$ cat config.mk
export PLATFORM = sky130hd
export DESIGN_NAME = harvard_bus_bridge
export DESIGN_NICKNAME = d
export VERILOG_FILES = /design/src/rtl/harvard_bus_bridge.sv
export SDC_FILE = /design/constraint.sdc
export NUM_CORES = 1
export LEC_CHECK = 0
export CAP_MARGIN = 20
export CORE_ASPECT_RATIO = 1.5
export CORE_MARGIN = 4
export CORE_UTILIZATION = 34
export CTS_CLUSTER_SIZE = 28
export DETAILED_ROUTE_END_ITERATION = 8
export PLACE_DENSITY = 0.77
export SLEW_MARGIN = 20
export SYNTH_ARGS = -nofsm -noshare
export SYNTH_HDL_FRONTEND = slang
export SYNTH_SLANG_ARGS = --single-unit
$ cat constraint.sdc
create_clock -name clk -period 2.2 [get_ports clk]
set_clock_uncertainty 0.1 [all_clocks]
set_input_delay 0.55 -clock clk [delete_from_list [all_inputs] [get_ports clk]]
set_output_delay 0.55 -clock clk [all_outputs]
set_load 0.02 [all_outputs]
$ cat src/rtl/harvard_bus_bridge.sv
// Serialises the Harvard CPU's instruction fetch and optional data access onto one
// waitrequest bus, then pulses clk_enable for one cycle to advance the CPU.
module harvard_bus_bridge #(
  parameter int unsigned MAX_WAIT    = 16,
  parameter int unsigned STALL_CNT_W = 32
) (
  input  logic                   clk,
  input  logic                   reset,
  input  logic                   cpu_active,
  output logic                   clk_enable,
  input  logic [31:0]            instr_address,
  output logic [31:0]            instr_readdata,
  input  logic [31:0]            data_address,
  input  logic                   data_read,
  input  logic                   data_write,
  input  logic [31:0]            data_writedata,
  output logic [31:0]            data_readdata,
  output logic [31:0]            bus_address,
  output logic                   bus_read,
  output logic                   bus_write,
  output logic [3:0]             bus_byteenable,
  output logic [31:0]            bus_writedata,
  input  logic                   bus_waitrequest,
  input  logic [31:0]            bus_readdata,
  output logic                   bus_error,
  output logic [STALL_CNT_W-1:0] stall_cycles
);

  localparam int unsigned WAIT_W = $clog2(MAX_WAIT + 1);

  typedef enum logic [2:0] {
    FETCH,
    DECODE,
    DATA,
    COMMIT,
    HALTED
  } state_t;

  state_t            state, state_nxt;
  logic [WAIT_W-1:0] wait_cnt;
  logic              strobe;
  logic              done;
  logic              timeout;
  logic              mem_op;

  assign bus_byteenable = 4'hF;
  assign mem_op         = data_read | data_write;
  assign strobe         = bus_read | bus_write;
  assign done           = strobe & ~bus_waitrequest;
  assign timeout        = strobe & bus_waitrequest & (wait_cnt == WAIT_W'(MAX_WAIT - 1));

  // Bus outputs are decoded from state; the CPU is frozen while clk_enable is low,
  // so its address/data inputs (and hence the bus) stay stable through waitrequest.
  always_comb begin
    state_nxt     = state;
    clk_enable    = 1'b0;
    bus_read      = 1'b0;
    bus_write     = 1'b0;
    bus_address   = '0;
    bus_writedata = '0;
    case (state)
      FETCH: begin
        bus_read    = 1'b1;
        bus_address = instr_address;
      end
      DATA: begin
        bus_address = data_address;
        if (data_write) begin
          bus_write     = 1'b1;
          bus_writedata = data_writedata;
        end else begin
          bus_read = 1'b1;
        end
      end
      COMMIT: clk_enable = 1'b1;
      default: ;
    endcase
    // Strobes are masked while reset is held so an aborted access drops at once.
    if (!reset) begin
      clk_enable    = 1'b0;
      bus_read      = 1'b0;
      bus_write     = 1'b0;
      bus_address   = '0;
      bus_writedata = '0;
    end
    case (state)
      FETCH:   if (timeout) state_nxt = HALTED; else if (done) state_nxt = DECODE;
      DECODE:  state_nxt = mem_op ? DATA : COMMIT;
      DATA:    if (timeout) state_nxt = HALTED; else if (done) state_nxt = COMMIT;
      COMMIT:  state_nxt = cpu_active ? FETCH : HALTED;
      HALTED:  state_nxt = HALTED;
      default: state_nxt = FETCH;
    endcase
  end

  always_ff @(posedge clk) begin
    if (!reset) begin
      state          <= FETCH;
      wait_cnt       <= '0;
      bus_error      <= 1'b0;
      stall_cycles   <= '0;
      instr_readdata <= '0;
      data_readdata  <= '0;
    end else begin
      state <= state_nxt;
      if (strobe) begin
        if (!bus_waitrequest || timeout) wait_cnt <= '0;
        else                             wait_cnt <= wait_cnt + WAIT_W'(1);
      end
      if (timeout) bus_error <= 1'b1;
      if (state == FETCH && done) instr_readdata <= bus_readdata;
      if (state == DATA && bus_read && done) data_readdata <= bus_readdata;
      if (state != HALTED && !clk_enable && stall_cycles != '1)
        stall_cycles <= stall_cycles + STALL_CNT_W'(1);
    end
  end

endmodule

==> results.toml <==
[clocking]
cts_buffers = 9
cts_tree = "built"
clk_pin_slew_ns = 0.07
cts_sinks = 105
cts.path.max_buffers = 2
htree_levels = 3
clk_latency_ns = 0.35
cts-root-buf = "clkbuf_16"
cts-hold-fix-buffers = 0

[final_layout]
nFillCells = 1258
layout_commonest_cell = "clkdlybuf4s50_1"
drive_gt1_share_pct = 21.93
nets = 1126
multi_input_area_um2 = 2835
layout_common_cells = "clkdlybuf4s50_1, nand2_1, dfxtp_1"
syn_to_final_growth_pct = 83.18
fin_cells = 1189
ff_latch_area_um2 = 2110

[placement]
gp_congestion = 0.8972
io_buffers = 297
dp.cells = 1157
place_ws_ns = -0.8727
hpwlAfterDp_um = 17510

[timing]
setup_ws_ns = 0.03737
period_share_pct = 98.30
fmax_mhz = 462.4
setup_tns_ns = 0
hold_viol = 0
final_max_slew_viol_count = 0
finalSetupViolations = 0
grt_setup_unrepaired = "true"
period_needed_ns = 2.163

[grt]
grt_max_degree = 45
antenna_found_initial = 4
grt_pass1_wl_um = 33370
gr-total-overflow = 0
grt_usage_pct = 25.98
grt_pass1_vias = 5697

[logic_synthesis]
synthXorXnorAreaFrac_pct = 0.8825
ys_types = 46
synth_top_family_by_area = "simple AND/OR/NAND/NOR gates"
syn_avg_cell_area_um2 = 7.741
synth.cell_area_um2 = 4962
synth_top_area_share_pct = 42.36
yosysSeqAreaShare_pct = 42.36
synth_async_sr_flop_share_pct = 0
synth_flop_cell = "dfxtp_1"
synth_edf_count = 0
synth.area.top_cells = "dfxtp_1, nand2_1, a21oi_1"
syn_inst = 641
synthMuxAreaShare_pct = 6.858
synth-seq-cells = 105
ys_warn_count = 0
synth_fa_ha_area_share_pct = 0.7564
yosysTopAreaCell = "dfxtp_1"
synth-simple-area-share_pct = 29.40
synth_compound_area_share_pct = 14.93

[drt]
vias = 5949
drc = 0
firstDrtPassIters = 6
drt_iter0_drc = 295
wl_per_cell_um = 19.02
final_antenna_net_count = 0
drt-total-wl_um = 22620
vias_per_cell = 5.003

[floorplan]
start_util_pct = 34.97
fp-row-count = 53
die_w_um = 106.6
core-area_um2 = 14190
io_pins = 302
die_area_um2 = 16630
die_y_um = 156.0

[pwr]
peakVddDrop_uv = 344.0
powerDensity_nw_per_um2 = 507.5
leakagePower_nw = 3.383
p_total_mw = 4.613

[setup_path]
crit_required_ns = 2.39
worst-path-max-fanout = 5
path_class = "in -> reg"
crit_path_end_kind = "register"
crit_arrival_ns = 2.35
startpoint_type = "input pin"

[min_path]
holdCritPathClass = "reg -> reg"

[flow_run]
drv_cap = 0

[status]
status = "finished clean"
==> final timing paths <==
check                             startpoint                         endpoint  slack, ns  cells past startpoint
max                                    reset    stall_cycles[26]$_SDFFE_PN0P_       0.04                      8
min          instr_readdata[15]$_SDFFE_PN0P_  instr_readdata[15]$_SDFFE_PN0P_       0.35                      2
max reg2reg            state[2]$_SDFFE_PN0P_    stall_cycles[13]$_SDFFE_PN0P_       0.04                      7
min reg2reg  instr_readdata[15]$_SDFFE_PN0P_  instr_readdata[15]$_SDFFE_PN0P_       0.35                      2
==> metrics by stage <==
stage	area, um2	hold slack (ns)	utilization, %
6_report	9090	0.3540	64.05
3_3_place_gp	8647	0.3405	60.93
2_1_floorplan	5011	0.3868	-
3_5_place_dp	8647	0.3459	60.93
4_1_cts	8969	0.3558	63.20
5_1_grt	9082	0.3729	64.00
==> timing repair <==
item | CTS | global route
cloned | 2 | 1
setup endpoints to repair | 129 | 63
hold endpoints to repair | 0 | 0
gates resized for setup | 302 | 52
setup buffers | 4 | 8
pin swaps | 5 | 12
==> cell families after synthesis <==
kind of cell | Yosys count
mux | 34
xor+xnor | 5
compound gates | 133
other cells | 1
buf+inv | 58
fa+ha+maj | 3
simple gates | 302
flops | 105
==> final cells by class <==
| cell class | instances | area share (%) |
|---|---|---|
| multi-input combinational | 481 | 31.19 |
| clock inverter | 7 | 0.9222 |
| antenna | 3 | 0.08259 |
| tap | 192 | 2.643 |
| clock buffer | 9 | 2.478 |
| sequential | 105 | 23.21 |
| inverter | 13 | 0.5368 |
| timing repair buffer | 379 | 38.94 |
==> critical path, cell delays in order <==
cell	delay (ns)
clkdlybuf4s15_2	0.24
buf_4	0.15
and4b_4	0.23
nor4_4	0.24
buf_4	0.19
o211ai_4	0.10
or4_4	0.50
a21oi_2	0.14
==> flip-flops by register name, summed over array words and instances (netlist names) <==
name / flops
stall_cycles: 32
instr_readdata: 32
data_readdata: 32
bus_error: 1
wait_cnt: 5
state: 3
==> report_power, final <==
part	total (mW)	internal, mW	switching [mW]	leakage, nW
registers	1.97	1.94	0.0275	0.852
clock network	1.67	0.906	0.769	0.149
logic	0.967	0.507	0.460	2.38
==> synth_stat cells, types with 2 or more instances <==
cell type and instances:
a21oi_1 92, and2_1 35, and3_1 3, and4_1 2
buf_1 6, buf_2 2, buf_4 4, clkbuf_1 33
dfxtp_1 105, ha_1 3, inv_1 12, mux2i_1 34
nand2_1 147, nand2b_1 3, nand3_1 10, nand3b_1 2
nand4_1 8, nand4b_1 2, nor2_1 47, nor3b_1 2
nor4_1 4, o21ai_0 24, o22ai_1 2, o31ai_1 7
o31ai_2 2, or2_2 3, or3_1 20, or4_1 6
xnor2_1 2, xor2_1 3
==> metal layers <==
layer  track usage [%]  wire, um  up-vias
li1                  -         -     2878
met1             29.59      8473     2770
met2             45.29     11430      255
met3             8.986      2120       44
met4             8.531       586        2
met5                 0         7        -
Power figures use the tool's default switching activity.
==> patch: new RTL, same settings <==
Change the parameter `MAX_WAIT` from 16 to 32.
--- a/src/rtl/harvard_bus_bridge.sv
+++ b/src/rtl/harvard_bus_bridge.sv
@@ -1,7 +1,7 @@
 // Serialises the Harvard CPU's instruction fetch and optional data access onto one
 // waitrequest bus, then pulses clk_enable for one cycle to advance the CPU.
 module harvard_bus_bridge #(
-  parameter int unsigned MAX_WAIT    = 16,
+  parameter int unsigned MAX_WAIT    = 32,
   parameter int unsigned STALL_CNT_W = 32
 ) (
   input  logic                   clk,
Check against the original RTL: no difference found for any inputs over 10 cycles, from zero or initial values and one cycle with reset low; that may be too few to reach the edited logic, so the function may still have changed.
==> patch against the unedited design <==
Cell count decreased by 0.59%; sequential share of layout area increased by 0.14 points; synthesized area rose by 2.0%; cell area rose by 0.83%; total power is 0.63% lower; worst setup slack got worse by 0.012 ns; register-to-register slack better by 0.02 ns; routed wire length fell by 14%; non-clock buffer count shrank 14; utilization is 1.3 points lower; sequential cell count increased by 1; critical endpoint is now stall_cycles[16]$_SDFFE_PN0P_; largest cell class unchanged; largest power group unchanged; highest routed layer unchanged.
==> patch: results (changes against the unedited design) <==
INFO  metric diodes = 0 (-3)
INFO  metric cts-root-to-sink-buffers = 2 (unchanged)
INFO  metric groute.usage.overall = 21.67% (-4.3 points)
INFO  metric grt_pass1_vias = 5623 (-1.3%)
INFO  metric cpLargestDelayFamily = simple AND/OR/NAND/NOR gates
INFO  metric synth_compound_gate_area_share = 12.46% (-2.5 points)
INFO  metric grt_antenna_before_repair = 2 (-2)
INFO  metric grt_first_pass_wirelength = 29040 µm (-13%)
INFO  metric routed_wl = 19450 µm (-14%)
INFO  metric timing.hold.worst.start = bus_error$_SDFFE_PN0P_
INFO  metric yosys.area_share.adder = 0.4946% (-0.26 points)
INFO  metric cp.arrival = 2.31 ns (-0.04 ns)
INFO  metric yosysSeqAreaShare = 41.94% (-0.42 points)
INFO  metric first_pass_iters = 4 (-2)
INFO  metric post_route_cells_drive_above_1_share = 22.21% (+0.28 points)
INFO  metric synth_top_cells_by_area = dfxtp_1 (42%), nand2_1 (11%), a21oi_1 (7.8%)
INFO  metric vdd.ir_drop.worst = 411.3 µV (+20%)
INFO  metric top_cells_by_instance_count_after_synthesis = nand2_1 (154), dfxtp_1 (106), a21oi_1 (79), nor2_1 (60), mux2i_1 (38)
INFO  metric hpwlAfterDp = 14880 µm (-15%)
INFO  metric regToRegStartpoint = state[2]$_SDFFE_PN0P_
INFO  metric outcome = finished, final reports clean
INFO  metric cts_resized = 317 (+5.0%)
INFO  metric regToRegSetupSlack = 0.06 ns (+0.02 ns)
INFO  metric vias = 5739 (-3.5%)
INFO  metric power.share.switching = 26.14% (-1.1 points)
INFO  metric finalNetCount = 1117 (-0.80%)
INFO  metric synthFlopType = dfxtp_1
INFO  metric postCtsSetupBuffers = 2 (-2)
INFO  metric worst_skew_pair.late_latency = between 0.3 and 0.4 ns
INFO  metric p_leak = 3.483 nW (+2.9%)
INFO  metric routabilityCongestion = 0.9280 (+3.4%)
INFO  metric power.share.combinational = 20.1% (-0.9 points)
INFO  metric ys_types = 47 (+2.2%)
INFO  metric post_synth_xor_area_fraction = 2.596% (+1.7 points)
INFO  metric fin_total_pwr = 4.584 mW (-0.63%)
INFO  metric critPathCapture = stall_cycles[16]$_SDFFE_PN0P_
INFO  metric timing.critical_path.from = reset
INFO  metric drt_iter0_markers = 236 (-20%)
INFO  metric yosysWarnings = 0 (unchanged)
INFO  metric grt_max_degree = 42 (-6.7%)
INFO  metric clockPowerShare = 36.4% (about the same)
INFO  metric critPathMaxStageDelay = 0.53 ns (+0.03 ns)
INFO  metric muxShareOfSynthArea = 7.517% (+0.66 points)
INFO  metric whs_endpoint = bus_error$_SDFFE_PN0P_
INFO  metric worstRegToRegCells = 8 (+1)
INFO  metric cts_htree_levels = 3 (unchanged)
INFO  metric biggestRegsByFlops = data_readdata (32), instr_readdata (32), stall_cycles (32)
INFO  metric critical_path.max_fanout = 9 (+4)
INFO  metric dpl_cell_area = 8707 µm² (+0.69%)
-- patch: layout make-up --
class | instances | area (µm²)
well taps | 196 | 245.2
inverters | 9 | 33.78
clock inverters | 6 | 71.32
repair buffers | 365 | 3543
fillers | 1315 | 5429
flip-flops and latches | 106 | 2140
clock buffers | 10 | 239.0
multi-input cells | 490 | 2893
-- patch: layer usage --
layer	track usage, %	up-vias	share of wire [%]
met5	0	-	0.11
met4	8.905	4	3.1
met3	7.920	47	9.2
met2	37.90	206	50
met1	23.52	2634	37
li1	-	2848	-
-- patch: per-stage QoR --
step	hold slack, ns	setup WS [ns]	utilization, %	std cells	TNS, ns
final	0.3527	0.02488	62.80	1182	0
after global routing	0.3727	-0.04145	62.80	1182	-0.3809
after CTS	0.3556	-0.001688	61.26	1174	-0.001688
after detailed placement	0.3429	-0.7382	59.66	1155	-84.73
after global placement	0.3330	-0.7837	59.66	1155	-85.66
after floorplan	0.3667	-0.007943	-	655	-0.007943
